[config.mk]
export PLATFORM = sky130hd
export DESIGN_NAME = fg_cfg_regbank
export DESIGN_NICKNAME = d
export VERILOG_FILES = /design/src/rtl/fg_cfg_pkg.sv /design/src/rtl/fg_sync_edge.sv /design/src/rtl/fg_cfg_regbank.sv
export SDC_FILE = /design/constraint.sdc
export NUM_CORES = 1
export LEC_CHECK = 0
export ABC_AREA = 1
export CORE_UTILIZATION = 48
export DETAILED_ROUTE_END_ITERATION = 12
export PLACE_DENSITY_LB_ADDON = 0.3
export SETUP_SLACK_MARGIN = 0.05
export SLEW_MARGIN = 20
export SYNTH_ARGS = -nofsm -noshare
export SYNTH_HDL_FRONTEND = slang
export SYNTH_HIERARCHICAL = 1
export SYNTH_SLANG_ARGS = --single-unit
export TNS_END_PERCENT = 50
[constraint.sdc]
create_clock -name clk_i -period 2.25 [get_ports clk_i]
set_input_delay 0.45 -clock clk_i [delete_from_list [all_inputs] [get_ports clk_i]]
set_output_delay 0.45 -clock clk_i [all_outputs]
set_load 0.02 [all_outputs]
[src/rtl/fg_cfg_pkg.sv]
// Shared constants and bus-layout helper for the function-generator configuration bank.
package fg_cfg_pkg;

    localparam int FG_DATA_W      = 8;
    localparam int FG_NUM_REGS    = 8;
    localparam int FG_SYNC_STAGES = 2;

    // Register 0 sits in the MSBs of the flattened bus, the last register in the LSBs.
    function automatic int reg_offset(input int idx, input int num_regs, input int data_w);
        return (num_regs - 1 - idx) * data_w;
    endfunction

endpackage

[src/rtl/fg_sync_edge.sv]
// Multi-flop synchroniser for an asynchronous strobe followed by a rising-edge detector.
module fg_sync_edge
    import fg_cfg_pkg::*;
#(
    parameter int STAGES = FG_SYNC_STAGES
) (
    input  logic clk_i,
    input  logic rst_i,
    input  logic async_i,
    output logic level_o,
    output logic rise_o
);

    logic [STAGES-1:0] sync_reg;
    logic              prev_reg;

    always_ff @(posedge clk_i) begin
        if (rst_i) begin
            sync_reg <= '0;
            prev_reg <= 1'b0;
        end else begin
            sync_reg <= {sync_reg[STAGES-2:0], async_i};
            prev_reg <= sync_reg[STAGES-1];
        end
    end

    assign level_o = sync_reg[STAGES-1];
    assign rise_o  = sync_reg[STAGES-1] & ~prev_reg;

endmodule

[src/rtl/fg_cfg_regbank.sv]
// Configuration register bank with synchronised pad writes and optional double buffering.
// Define FG_CFG_SHADOW_EN to build the shadow bank with commit; otherwise writes hit the active bank.
module fg_cfg_regbank
    import fg_cfg_pkg::*;
#(
    parameter  int DATA_W      = FG_DATA_W,
    parameter  int NUM_REGS    = FG_NUM_REGS,
    parameter  int SYNC_STAGES = FG_SYNC_STAGES,
    localparam int ADDR_W      = $clog2(NUM_REGS)
) (
    input  logic                     clk_i,
    input  logic                     rst_i,
    input  logic                     wr_async_i,
    input  logic [ADDR_W-1:0]        addr_i,
    input  logic [DATA_W-1:0]        data_i,
    input  logic                     commit_i,
    input  logic [ADDR_W-1:0]        rd_addr_i,
    output logic [NUM_REGS*DATA_W-1:0] cr_bus_o,
    output logic [DATA_W-1:0]        rd_data_o,
    output logic                     wr_ack_o,
    output logic                     pending_o,
    output logic                     err_o
);

    logic                wr_level;
    logic                wr_rise;
    logic                wr_fire;
    logic                wr_addr_ok;
    logic                rd_addr_ok;
    logic                wr_accept;
    logic                wr_reject;
    logic [NUM_REGS-1:0] wr_sel;

    logic [DATA_W-1:0]   active_reg [NUM_REGS];
    logic                ack_reg;
    logic                err_reg;
    logic [DATA_W-1:0]   rd_data_reg;
    logic [DATA_W-1:0]   rd_data_next;

    fg_sync_edge #(
        .STAGES (SYNC_STAGES)
    ) u_sync_edge (
        .clk_i   (clk_i),
        .rst_i   (rst_i),
        .async_i (wr_async_i),
        .level_o (wr_level),
        .rise_o  (wr_rise)
    );

    assign wr_fire = wr_rise & wr_level;

    // With a power-of-two register count every encodable address is valid.
    generate
        if (NUM_REGS == (1 << ADDR_W)) begin : g_addr_full
            assign wr_addr_ok = 1'b1;
            assign rd_addr_ok = 1'b1;
        end else begin : g_addr_part
            assign wr_addr_ok = (addr_i    < ADDR_W'(NUM_REGS));
            assign rd_addr_ok = (rd_addr_i < ADDR_W'(NUM_REGS));
        end
    endgenerate

    assign wr_accept = wr_fire &  wr_addr_ok;
    assign wr_reject = wr_fire & ~wr_addr_ok;

    generate
        for (genvar gi = 0; gi < NUM_REGS; gi++) begin : g_sel
            assign wr_sel[gi] = wr_accept && (addr_i == ADDR_W'(gi));
        end
    endgenerate

`ifdef FG_CFG_SHADOW_EN
    logic [DATA_W-1:0] shadow_reg [NUM_REGS];
    logic              pending_reg;
    logic              commit_fire;

    assign commit_fire = commit_i & pending_reg;

    // Non-blocking update means a commit on the write edge copies the pre-write shadow.
    always_ff @(posedge clk_i) begin
        if (rst_i) begin
            for (int i = 0; i < NUM_REGS; i++) begin
                shadow_reg[i] <= '0;
                active_reg[i] <= '0;
            end
            pending_reg <= 1'b0;
        end else begin
            for (int i = 0; i < NUM_REGS; i++) begin
                if (wr_sel[i]) begin
                    shadow_reg[i] <= data_i;
                end
                if (commit_fire) begin
                    active_reg[i] <= shadow_reg[i];
                end
            end
            if (wr_accept) begin
                pending_reg <= 1'b1;
            end else if (commit_fire) begin
                pending_reg <= 1'b0;
            end
        end
    end

    assign pending_o = pending_reg;
`else
    logic unused_commit;

    assign unused_commit = commit_i;

    always_ff @(posedge clk_i) begin
        if (rst_i) begin
            for (int i = 0; i < NUM_REGS; i++) begin
                active_reg[i] <= '0;
            end
        end else begin
            for (int i = 0; i < NUM_REGS; i++) begin
                if (wr_sel[i]) begin
                    active_reg[i] <= data_i;
                end
            end
        end
    end

    assign pending_o = 1'b0;
`endif

    always_comb begin
        rd_data_next = '0;
        if (rd_addr_ok) begin
            rd_data_next = active_reg[rd_addr_i];
        end
    end

    always_ff @(posedge clk_i) begin
        if (rst_i) begin
            ack_reg     <= 1'b0;
            err_reg     <= 1'b0;
            rd_data_reg <= '0;
        end else begin
            ack_reg     <= wr_accept;
            rd_data_reg <= rd_data_next;
            if (wr_reject) begin
                err_reg <= 1'b1;
            end
        end
    end

    generate
        for (genvar gi = 0; gi < NUM_REGS; gi++) begin : g_bus
            localparam int OFS = reg_offset(gi, NUM_REGS, DATA_W);
            assign cr_bus_o[OFS +: DATA_W] = active_reg[gi];
        end
    endgenerate

    assign wr_ack_o  = ack_reg;
    assign err_o     = err_reg;
    assign rd_data_o = rd_data_reg;

endmodule

### Word level (Yosys, flattened, before mapping)

Memories as Yosys holds them, arrays and structs flattened. A register that Yosys moved wholly into a read port is not among the register bits.
Index checks and enable logic that the tools add are counted.

| operators by class | value |
|---|---|
| equality and inequality tests | 7 |
| multiplexer cells | 34 |
| bitwise gates (word level) | 11 |
| reductions and logical operators | 9 |

Operator list:

| kind | number |
|---|---|
| 2-to-1 mux 8 bit | 8 |
| 2-to-1 mux 1 bit | 26 |
| == test 3 bit, second input constant | 4 |
| logical AND 1 bit | 8 |
| OR 1 bit | 8 |
| == test 3 x 2 -> 1 bit, second input constant | 2 |
| == test 3 x 1 -> 1 bit, second input constant | 1 |
| logical NOT 3 bit | 1 |
| AND 1 bit | 2 |
| NOT 1 bit | 1 |

| word-level totals | value |
|---|---|
| register bits after elaboration | 4 |
| memory bits (writable) | 64 |
| input port bits | 18 |
| logic and storage cells | 65 |
| memories | 1 |

Memory list:

| memory | words | bits a word | rd ports | clocked after memory_dff | write ports | line | source |
|---|---|---|---|---|---|---|---|
| active_reg | 8 | 8 | 9 | 1 | 8 | fg_cfg_regbank.sv:34 | `logic [DATA_W-1:0] active_reg [NUM_REGS];` |

### Depth between registers and ports, before layout

| depth | value |
|---|---|
| word-level depth | 8 |
| gate-level depth with buffers | 8 |
| depth with buffers taken out | 8 |

### Cells and area by module

The synthesis kept the hierarchy.

Modules (own cells, without submodules):

| module | instances | cells an instance | area an instance (sq um) | seq. area each (sq um) |
|---|---|---|---|---|
| fg_cfg_regbank | 1 | 393 | 3,422.0 | 2,102.0 |
| fg_sync_edge | 1 | 10 | 86.3 | 60.1 |

### Worst setup path after synthesis

OpenSTA, ideal clock, no wires.

| timing | value |
|---|---|
| kind | input to register |
| from | input port addr_i[0] |
| to | memory active_reg[1][0] (netlist name) (enable) |
| setup time | 0.384 ns |
| data arrival time | 1.351 ns |
| required time | 1.866 ns |
| slack | 0.515 ns |
| stages on the path | 3 |
| buffers on the path | 0 |
| path through | inv_2 or2_4 o21ai_0 |

RTL lines:

| item | line | source |
|---|---|---|
| start, declared | fg_cfg_regbank.sv:14 | `input logic [ADDR_W-1:0] addr_i,` |
| end, declared | fg_cfg_regbank.sv:34 |  |

==> metrics.md <==
| Metric | Value |
|---|---|
| Slew Limit Fails | `0` |
| Reg power frac | `51.4%` |
| Netlist Area Pre-Place | `0.00351 mm²` |
| Total GRT Usage | `24.8%` |
| Max cap viols | `0` |
| Endpoints failing setup | `0` |
| Maximum clock path buffer count | `2` |
| Worst-Margin Slew | `619 ps` |
| Final Net Count | `518` |
| Clock tree sinks | `76` |
| Post-synthesis sequential area ratio | `61.6%` |
| Buf/Inv on CP | `1` |
| Vias in the first global route | `2842` |
| Initial antenna violation count | `0` |
| CP arrival | `1370 ps` |
| # diodes | `0` |
| TNS Setup | `0 ps` |
| Worst path required time | `1800 ps` |
| CP cell instances | `clkdlybuf4s50_1` |
| Max incr delay on CP | `620 ps` |
| Worst slew margin | `58.6%` |
| Setup ws final | `430 ps` |
| Multi-input gate area | `921 µm²` |
| Net Sw Frac | `24.5%` |
| EDFF count, synth | `64` |
| WL final | `8900 µm` |
| Worst VDD drop | `0.000452 V` |
| Initial Util | `50.5%` |
| Fraction of layout cells with a size suffix above 1 | `7.33%` |
| Leakage Power | `2.12 nW` |
| Final RePlAce weighted congestion | `0.938` |
| Die width | `87.5 µm` |
| Ys flop type | `edfxtp_1` |
| Die Y | `87.5 µm` |
| Drt wl/cell | `14.8 µm` |
| IO Pins | `93` |
| CP endpoint kind | `output port` |
| Buffers on Ports | `89` |
| Die Footprint | `0.00766 mm²` |
| Int Power | `2.38 mW` |
| # fillers | `561` |
| Max reg flops | `64` |
| H-tree level count | `3` |
| CORE AREA | `0.00694 mm²` |
| Pre-CTS WS | `251 ps` |
| Vias | `3030` |
| Cells on worst reg2reg path | `8` |
| Cell Rows | `30` |
| Stages on worst setup path | `1` |
| Antenna Nets Post-Route | `0` |
| Logic pwr share | `13.9%` |
| Crit start category | `flip-flop` |
| Global route overflow | `0` |
| Sequential cell area | `0.00216 mm²` |
| Final hold violations | `0` |
| CTS Hold Bufs | `0` |
| R2R Setup Slk | `650 ps` |
| Tmin final | `1820 ps` |
| DRC Markers | `0` |
| Slowest CP cell | `clkdlybuf4s50_1` |
| Area Growth Syn to Fin | `35.2%` |
| Synth Instances | `403` |
| Unrepaired setup endpoints after global routing | `no` |
| Clk pin slew, worst setup/hold paths | `70 ps` |
| Worst skew pair latency | `350 ps` |
| Asr flop ratio synth | `0%` |
| Switching pwr | `771 µW` |
| #FFs+latches synth | `76` |
| Cell variety after synth | `18` |
| CTS tree | `yes` |
| Fmax | `550 MHz` |
| Vias per cell | `5.04` |
| Reg2Reg Launch Point | `u_sync_edge/sync_reg[1]` |
| Setup crit end | `cr_bus_o[36]` |
| Reg2reg end | `active_reg[0][2]` |
| First-pass GRT wire length | `13400 µm` |
| Warnings from Yosys | `6` |
| Setup Fix Bufs, Post-CTS | `0` |
| TritonCTS Buffers | `9` |
| CP startpoint | `active_reg[3][4]` |
| Worst Skew | `7.79 ps` |
| Maximum fanout along the worst path | `2` |
| # resized after CTS | `0` |
| Cell Pwr Density | `664 mW/mm²` |
| Largest net degree at the start of global routing | `33` |
| Post-DP HPWL | `6650 µm` |
| Outcome | `finished clean` |
| Initial DRC count | `254` |
| Root buffer cell | `clkbuf_8` |
| Syn Area/Cell | `8.71 µm²` |
| Hold Path Class | `reg -> reg` |
| Setup CP Type | `reg -> out` |
| Most frequent cells in the layout | `nand2_1, clkdlybuf4s50_1, inv_1` |
| CP top delay family | `buffers and inverters` |
| First drt pass iteration count | `5` |
| Tcrit/Tclk final | `80.9%` |
| Clk pwr share | `34.7%` |
==> cells by family (layout without fill, tap and decap cells) <==
| family | count (synthesis) | in the layout | share of synthesized area, % |
|---|---|---|---|
| DFF | 76 | 76 | 61.6 |
| and+or+nand+nor | 215 | 215 | 25.3 |
| other | 1 | 2 | 0.107 |
| AOI/OAI and AO/OA | 5 | 5 | 0.713 |
| buffers and inverters | 106 | 207 | 12.2 |
==> tightest hold or removal path, cell delays in order (launching register included) <==
cell and delay, ps:
dfxtp_1 300, inv_1 40, nor2_1 30
==> routing by layer <==
metal,share of wire (%),track usage [%],up-vias
met3,7.9,3.89,24
met5,0,0,-
li1,-,-,1417
met1,40,30.3,1423
met2,49,41.8,166
met4,3.0,14.3,0
==> cell usage after synthesis (2+ instances only) <==
master / number / area (µm²)
nor2_2: 2 / 12.5
clkbuf_1: 2 / 7.51
edfxtp_1: 64 / 1920
buf_2: 9 / 45.0
nand2_2: 2 / 12.5
dfxtp_1: 12 / 240
nand3_1: 41 / 205
o21ai_0: 5 / 25.0
inv_2: 3 / 11.3
inv_1: 86 / 323
buf_4: 5 / 37.5
nand2_1: 89 / 334
nor2_1: 78 / 293
==> layout make-up <==
cell class                      instances  area share, %
Clock buffer                           10           2.69
Clock inverter                          6           1.66
Inverter                               90           7.15
Multi-Input combinational cell        222           19.4
Tap cell                               96           2.53
Sequential cell                        76           45.6
Timing Repair Buffer                  101           20.9
==> per-stage QoR <==
stage          utilization (%)  instances  total power, mW  cell area [µm²]  hold slack [ps]
3_3_place_gp              65.3        585             2.08             4540              391
2_1_floorplan                -        404             1.88             3510              388
6_report                  68.3        601             3.15             4740              410
4_1_cts                   68.3        601             3.15             4740              416
3_5_place_dp              65.3        585             2.09             4540              405
5_1_grt                   68.3        601             3.26             4740              433
==> power groups by stage <==
stage | Combinational (mW) | Sequential [mW] | Clock (mW)
floorplan | 0.163 | 1.72 | 0
global placement | 0.428 | 1.65 | 0
detailed placement | 0.436 | 1.65 | 0
CTS | 0.438 | 1.62 | 1.10
global route | 0.475 | 1.62 | 1.16
finish | 0.438 | 1.62 | 1.09
==> how the worst min path moves through the flow <==
stage	cells past startpoint	startpoint	end
final	2	u_sync_edge/sync_reg[0]	u_sync_edge/sync_reg[1]
after global routing	2	u_sync_edge/sync_reg[0]	u_sync_edge/sync_reg[1]
after CTS	2	u_sync_edge/sync_reg[0]	u_sync_edge/sync_reg[1]
after detailed placement	2	u_sync_edge/sync_reg[0]	u_sync_edge/sync_reg[1]
after global placement	2	u_sync_edge/sync_reg[0]	u_sync_edge/sync_reg[1]
after floorplan	2	u_sync_edge/sync_reg[0]	u_sync_edge/sync_reg[1]
Note: power is estimated with default switching activity, not from simulation.
